[src/rtl/regfile_pkg.sv]
// Shared constants, index type and write-port arbitration for the multi-ported register file.
package regfile_pkg;

   localparam int RF_DATA_WIDTH = 32;
   localparam int RF_NUM_REG    = 32;
   localparam int RF_MAX_PORTS  = 16;

   typedef logic [$clog2(RF_NUM_REG)-1:0] reg_idx_t;

   // Highest set bit wins; storage and bypass must agree on the same port.
   function automatic int win_port(input logic [RF_MAX_PORTS-1:0] hit);
      int w;
      w = 0;
      for (int p = 0; p < RF_MAX_PORTS; p++) begin
         if (hit[p]) w = p;
      end
      return w;
   endfunction

endpackage

[src/rtl/rf_scoreboard.sv]
// Write-after-write scoreboard: one busy bit per register, set on reservation, cleared by writeback.
module rf_scoreboard
   import regfile_pkg::*;
#(
   parameter int NUM_REG  = RF_NUM_REG,
   parameter bit ZERO_REG = 1'b1,
   localparam int SELECT_WIDTH = $clog2(NUM_REG)
) (
   input  logic                    clk,
   input  logic                    rst_n,
   input  logic [NUM_REG-1:0]      wr_clr,
   input  logic                    rsv_en,
   input  logic [SELECT_WIDTH-1:0] rsv_sel,
   output logic [NUM_REG-1:0]      busy,
   output logic [NUM_REG-1:0]      eff_busy,
   output logic                    rsv_conflict
);

   logic               rsv_in_range;
   logic               rsv_set;
   logic [NUM_REG-1:0] busy_next;

   assign eff_busy = busy & ~wr_clr;

   // A write landing in the same cycle frees the slot, so the reservation becomes the new producer.
   always_comb begin
      rsv_in_range = int'(rsv_sel) < NUM_REG;
      rsv_conflict = 1'b0;
      if (rsv_en && rsv_in_range) rsv_conflict = eff_busy[rsv_sel];
      rsv_set   = rsv_en && !rsv_conflict && rsv_in_range && !(ZERO_REG && rsv_sel == '0);
      busy_next = eff_busy;
      if (rsv_set) busy_next[rsv_sel] = 1'b1;
   end

   always_ff @(posedge clk or negedge rst_n) begin
      if (!rst_n) busy <= '0;
      else        busy <= busy_next;
   end

endmodule

[src/rtl/register_file_mp.sv]
// Multi-ported register file with highest-port-wins write arbitration, optional bypass and zero register.
module register_file_mp
   import regfile_pkg::*;
#(
   parameter int DATA_WIDTH = RF_DATA_WIDTH,
   parameter int NUM_REG    = RF_NUM_REG,
   parameter int NUM_RD     = 2,
   parameter int NUM_WR     = 2,
   parameter bit ZERO_REG   = 1'b1,
   parameter bit BYPASS     = 1'b1,
   localparam int SELECT_WIDTH = $clog2(NUM_REG)
) (
   input  logic                                 clk,
   input  logic                                 rst_n,
   input  logic [NUM_WR-1:0]                    i_wr_en,
   input  logic [NUM_WR-1:0][SELECT_WIDTH-1:0]  i_wr_sel,
   input  logic [NUM_WR-1:0][DATA_WIDTH-1:0]    i_wr_data,
   input  logic [NUM_RD-1:0][SELECT_WIDTH-1:0]  i_rd_sel,
   output logic [NUM_RD-1:0][DATA_WIDTH-1:0]    o_rd_data,
   output logic [NUM_RD-1:0]                    o_rd_busy,
   input  logic                                 i_rsv_en,
   input  logic [SELECT_WIDTH-1:0]              i_rsv_sel,
   output logic                                 o_rsv_conflict
);

   logic [NUM_WR-1:0]                  wr_vld;
   logic [NUM_REG-1:0][NUM_WR-1:0]     wr_hit;
   logic [NUM_REG-1:0]                 wr_any;
   logic [NUM_REG-1:0][DATA_WIDTH-1:0] wr_val;
   logic [DATA_WIDTH-1:0]              regs [NUM_REG];
   logic [NUM_REG-1:0]                 busy;
   logic [NUM_REG-1:0]                 eff_busy;
   int                                 win;

   function automatic logic in_range(input logic [SELECT_WIDTH-1:0] sel);
      return int'(sel) < NUM_REG;
   endfunction

   function automatic logic is_zero(input logic [SELECT_WIDTH-1:0] sel);
      return ZERO_REG && sel == '0;
   endfunction

   always_comb begin
      win = 0;
      for (int p = 0; p < NUM_WR; p++) begin
         wr_vld[p] = i_wr_en[p] && in_range(i_wr_sel[p]) && !is_zero(i_wr_sel[p]);
      end
      for (int i = 0; i < NUM_REG; i++) begin
         for (int p = 0; p < NUM_WR; p++) begin
            wr_hit[i][p] = wr_vld[p] && (int'(i_wr_sel[p]) == i);
         end
         wr_any[i] = |wr_hit[i];
         win       = win_port(RF_MAX_PORTS'(wr_hit[i]));
         wr_val[i] = '0;
         for (int p = 0; p < NUM_WR; p++) begin
            if (p == win) wr_val[i] = i_wr_data[p];
         end
      end
   end

   always_ff @(posedge clk or negedge rst_n) begin
      if (!rst_n) begin
         for (int i = 0; i < NUM_REG; i++) regs[i] <= '0;
      end else begin
         for (int i = 0; i < NUM_REG; i++) begin
            if (wr_any[i]) regs[i] <= wr_val[i];
         end
      end
   end

   rf_scoreboard #(
      .NUM_REG  (NUM_REG),
      .ZERO_REG (ZERO_REG)
   ) u_scoreboard (
      .clk          (clk),
      .rst_n        (rst_n),
      .wr_clr       (wr_any),
      .rsv_en       (i_rsv_en),
      .rsv_sel      (i_rsv_sel),
      .busy         (busy),
      .eff_busy     (eff_busy),
      .rsv_conflict (o_rsv_conflict)
   );

   // Bypass is gated by rst_n so reads stay zero while reset is held.
   always_comb begin
      for (int r = 0; r < NUM_RD; r++) begin
         o_rd_data[r] = '0;
         o_rd_busy[r] = 1'b0;
         if (in_range(i_rd_sel[r]) && !is_zero(i_rd_sel[r])) begin
            if (BYPASS && rst_n && wr_any[i_rd_sel[r]]) o_rd_data[r] = wr_val[i_rd_sel[r]];
            else                                        o_rd_data[r] = regs[i_rd_sel[r]];
            o_rd_busy[r] = BYPASS ? eff_busy[i_rd_sel[r]] : busy[i_rd_sel[r]];
         end
      end
   end

endmodule

[config.mk]
export PLATFORM = sky130hd
export DESIGN_NAME = register_file_mp
export DESIGN_NICKNAME = d
export VERILOG_FILES = /design/src/rtl/regfile_pkg.sv /design/src/rtl/rf_scoreboard.sv /design/src/rtl/register_file_mp.sv
export SDC_FILE = /design/constraint.sdc
export NUM_CORES = 2
export LEC_CHECK = 0
export CAP_MARGIN = 20
export CORE_AREA = 2 2 459 461
export CTS_CLUSTER_DIAMETER = 120
export DETAILED_ROUTE_END_ITERATION = 8
export DIE_AREA = 0 0 461 463
export PLACE_DENSITY = 0.54
export SETUP_SLACK_MARGIN = 0.3
export SLEW_MARGIN = 20
export SYNTH_ARGS = -nofsm -noshare
export SYNTH_HDL_FRONTEND = slang
export SYNTH_HIERARCHICAL = 1
export SYNTH_SLANG_ARGS = --single-unit
[constraint.sdc]
create_clock -name clk -period 6.9 [get_ports clk]
set_input_delay 1.38 -clock clk [delete_from_list [all_inputs] [get_ports clk]]
set_output_delay 1.38 -clock clk [all_outputs]
set_load 0.03 [all_outputs]
==> metrics.cfg <==
[run_status]
status=complete, no violations

[die]
core_region_area_mm2=0.209
die-area_mm2=0.213
row_count=168
ios=161
start_util_pct=34.9
die_h_um=463
die_w_um=461

[critical_path]
r2r_setup_slack_ps=5120
start_kind=primary input
worstPathArrival_ps=5280
crit_type=primary input to output pin
cp_slowest_stage_delay_ps=670
r2r_end=u_scoreboard/busy[1]
cp_data_required_time_ps=5520
r2r_start=u_scoreboard/busy[1]
worst_setup_path_end_kind=output pin
path_max_fanout=23
slowest_stage=mux2i_2
path_cells=clkdlybuf4s50_1 > buf_4 > nand2b_1 > buf_4 > o22ai_1 > mux4_2 > a21oi_1 > o31ai_2 > a21oi_4 > buf_12 > mux2i_2 > buf_12
reg2reg_depth=5

[power]
power.total_w=0.0233
p_per_area_mw_per_mm2=282
ir_drop_v=0.000260
power.leakage_nw=35.1

[place]
placed_area_mm2=0.0780
dpl.hpwl_um=208000
place_congestion=1.01
io_buffers=160
place_ws_ps=-28.7
dp.cells=9644

[clocking]
cts.clk_slew.worst_paths_ps=60
hold_buffers=0
numCtsBuffers=133
cts.sinks=1056
clk_path_buf_depth=3
cts_root_buf=clkbuf_16
clkLatencyLatePin_ps=820
cts_tree=yes
cts.htree.levels=4

[global_routing]
grt_pass1_vias=59991
grt_max_degree=175
track_usage_pct=30.4
grt_pass1_wl_um=466000
grt_antenna_before_repair=24
grt-ovfl-total=0

[logic_synthesis]
synth-seq-cells=1056
ys.flop_type=dfrtp_1
ys_warn_count=6
netlist_instances=7270
synthArstFlopShare_pct=100
syn_area_mm2=0.0727
ys_seq_area_share_pct=36.3
synth-edff-count=0
avgSynthCellArea_um2=10.0
yosysUniqueCellTypes=101

[timing]
slew_headroom_pct=19.7
max_slew.worst_pin.slew_ps=1200
finalHoldViolCount=0
skew_ps=3.10
timing.setup.tns_ps=0
finalCriticalPeriod_ps=6660
layout_worst_path_cycle_share_pct=96.5
setup_viol=0
setup_ws_ps=239
rsz0062_at_grt=no
drv_slew=0
fmax_ghz=0.150

[route]
ant_nets=0
drt-total-wl_um=330000
drt_first_pass_iters=9
wl_per_cell_um=33.4
num_vias=62794
drt_iter0_drc=8648
drc=0
viasPerCell=6.34

[cells_and_area]
fin_cells=9901
post-route-cell-area_mm2=0.0826
layout-drive-gt1-share_pct=20.4
syn2layout_area_growth_pct=13.6
fin_nets=7072
fillers=20247

[worst_hold_path]
holdPathStages=0
whs_endpoint=regs[996]
hp-start=regs[996]
hold_path.class=register to register

[job]
cap_violations=0

## metrics by stage
step / util, % / hold WS [ps]
3_3_place_gp: 37.4 / 376
2_1_floorplan: - / 441
6_report: 39.6 / 393
3_5_place_dp: 37.4 / 383
4_1_cts: 39.6 / 397
5_1_grt: 39.6 / 408
## flip-flops by register name, summed over array words and instances, names as in the netlist
register	count
regs	1024
u_scoreboard/busy	32
## worst max-delay path, delay by kind of cell
family	cells	cell delay [ps]
AO/OA/AOI/OAI	4	810
AND/OR/NAND/NOR	1	360
multiplexers	2	1180
buffers and inverters	5	1500
## power breakdown
part           internal (W)  switching (W)  total, W
registers           0.00781        0.00123   0.00905
clock network       0.00430        0.00297   0.00727
logic               0.00354        0.00345   0.00699
total                0.0156        0.00765    0.0233
## synth_stat cells, types with 6 or more instances
cell type | count | area share, %
nand2b_1 | 33 | 0.28
a221oi_1 | 31 | 0.37
a41o_1 | 14 | 0.19
mux2_2 | 18 | 0.28
a22oi_1 | 17 | 0.18
nand2_1 | 937 | 4.8
nand3_1 | 35 | 0.24
o21ai_1 | 6 | 0.041
a211oi_1 | 10 | 0.10
nor3_1 | 25 | 0.17
o2111ai_1 | 9 | 0.11
nor2_1 | 812 | 4.2
o21ai_0 | 424 | 2.9
o31ai_1 | 24 | 0.25
nor4_1 | 9 | 0.077
clkbuf_1 | 699 | 3.6
mux2_1 | 12 | 0.19
a21oi_1 | 729 | 5.0
nor2b_1 | 21 | 0.18
inv_1 | 48 | 0.25
a221o_1 | 12 | 0.17
buf_1 | 150 | 0.77
o311ai_0 | 7 | 0.084
mux4_2 | 664 | 21
o221ai_1 | 29 | 0.35
o211ai_1 | 23 | 0.24
o32a_1 | 11 | 0.15
o21bai_1 | 8 | 0.083
o32ai_1 | 6 | 0.072
nand4bb_1 | 6 | 0.093
nand4_1 | 7 | 0.060
a31oi_1 | 120 | 1.0
a22o_1 | 11 | 0.13
or3_1 | 7 | 0.060
buf_4 | 14 | 0.14
o22ai_1 | 55 | 0.47
mux2i_1 | 988 | 14
o21a_1 | 6 | 0.062
dfrtp_1 | 1056 | 36
buf_2 | 45 | 0.31
## routing by layer
layer	vias to the layer above	share of wire (%)	global-route usage [%]
li1	26007	-	-
met1	31862	39	40.4
met2	3992	44	44.6
met3	925	9.8	6.43
met4	8	7.7	20.6
met5	-	0.017	0
## area by class of cell
class	count	area [um^2]	share of cell area (%)
Tap cell	2805	3510	4.25
Timing Repair Buffer	484	4770	5.77
Clock buffer	196	4010	4.86
Clock inverter	41	462	0.559
Sequential cell	1056	26400	32.0
Multi-Input combinational cell	5247	43200	52.3
Inverter	56	225	0.273
Antenna cell	16	40.0	0.0485
## worst max path at each step
stage | cells past startpoint | slack [ps] | endpoint | startpoint
6_report | 12 | 240 | o_rd_data[47] | i_wr_sel[5]
5_1_grt | 10 | 320 | o_rd_data[39] | i_wr_en[0]
4_1_cts | 10 | 360 | o_rd_data[47] | i_wr_en[1]
3_5_place_dp | 11 | -30 | o_rd_data[47] | i_wr_sel[6]
3_3_place_gp | 11 | -40 | o_rd_data[47] | i_wr_sel[6]
2_1_floorplan | 14 | 1150 | o_rd_busy[1] | i_wr_sel[7]
## logic make-up (layout without fill, tap and decap cells)
group,after synthesis,count (layout),share of synthesized area (%)
AOI/OAI and AO/OA,1602,1602,12.7
other,1,18,0.00516
DFF,1056,1056,36.3
xor gates and xnor gates,10,10,0.151
buffers and inverters,968,777,5.18
and+or+nand+nor,1950,1950,10.9
muxes,1683,1683,34.7
## cell usage in the layout (no fill, tap or decap), types with 21 or more instances in the layout
master / instances
mux4_2: 664
nand2_4: 25
a221oi_1: 30
nor3_1: 21
a31oi_1: 119
o211ai_1: 23
o31ai_1: 24
clkdlybuf4s50_1: 61
nor2_1: 788
nor2_4: 24
buf_12: 79
clkbuf_8: 32
o21ai_0: 423
o221ai_1: 29
mux2i_1: 984
nand3_1: 34
o22ai_1: 48
inv_1: 47
nand2_1: 908
clkbuf_1: 25
nand2b_1: 32
buf_4: 312
buf_2: 21
clkbuf_16: 139
dfrtp_1: 1056
a21oi_1: 729
## timing repair
action                     CTS  global route
setup buffers                3             0
setup endpoints to repair   23            41
gates resized for setup      6             6
pin swaps                    0             0
Note: power is estimated with default switching activity, not from simulation.
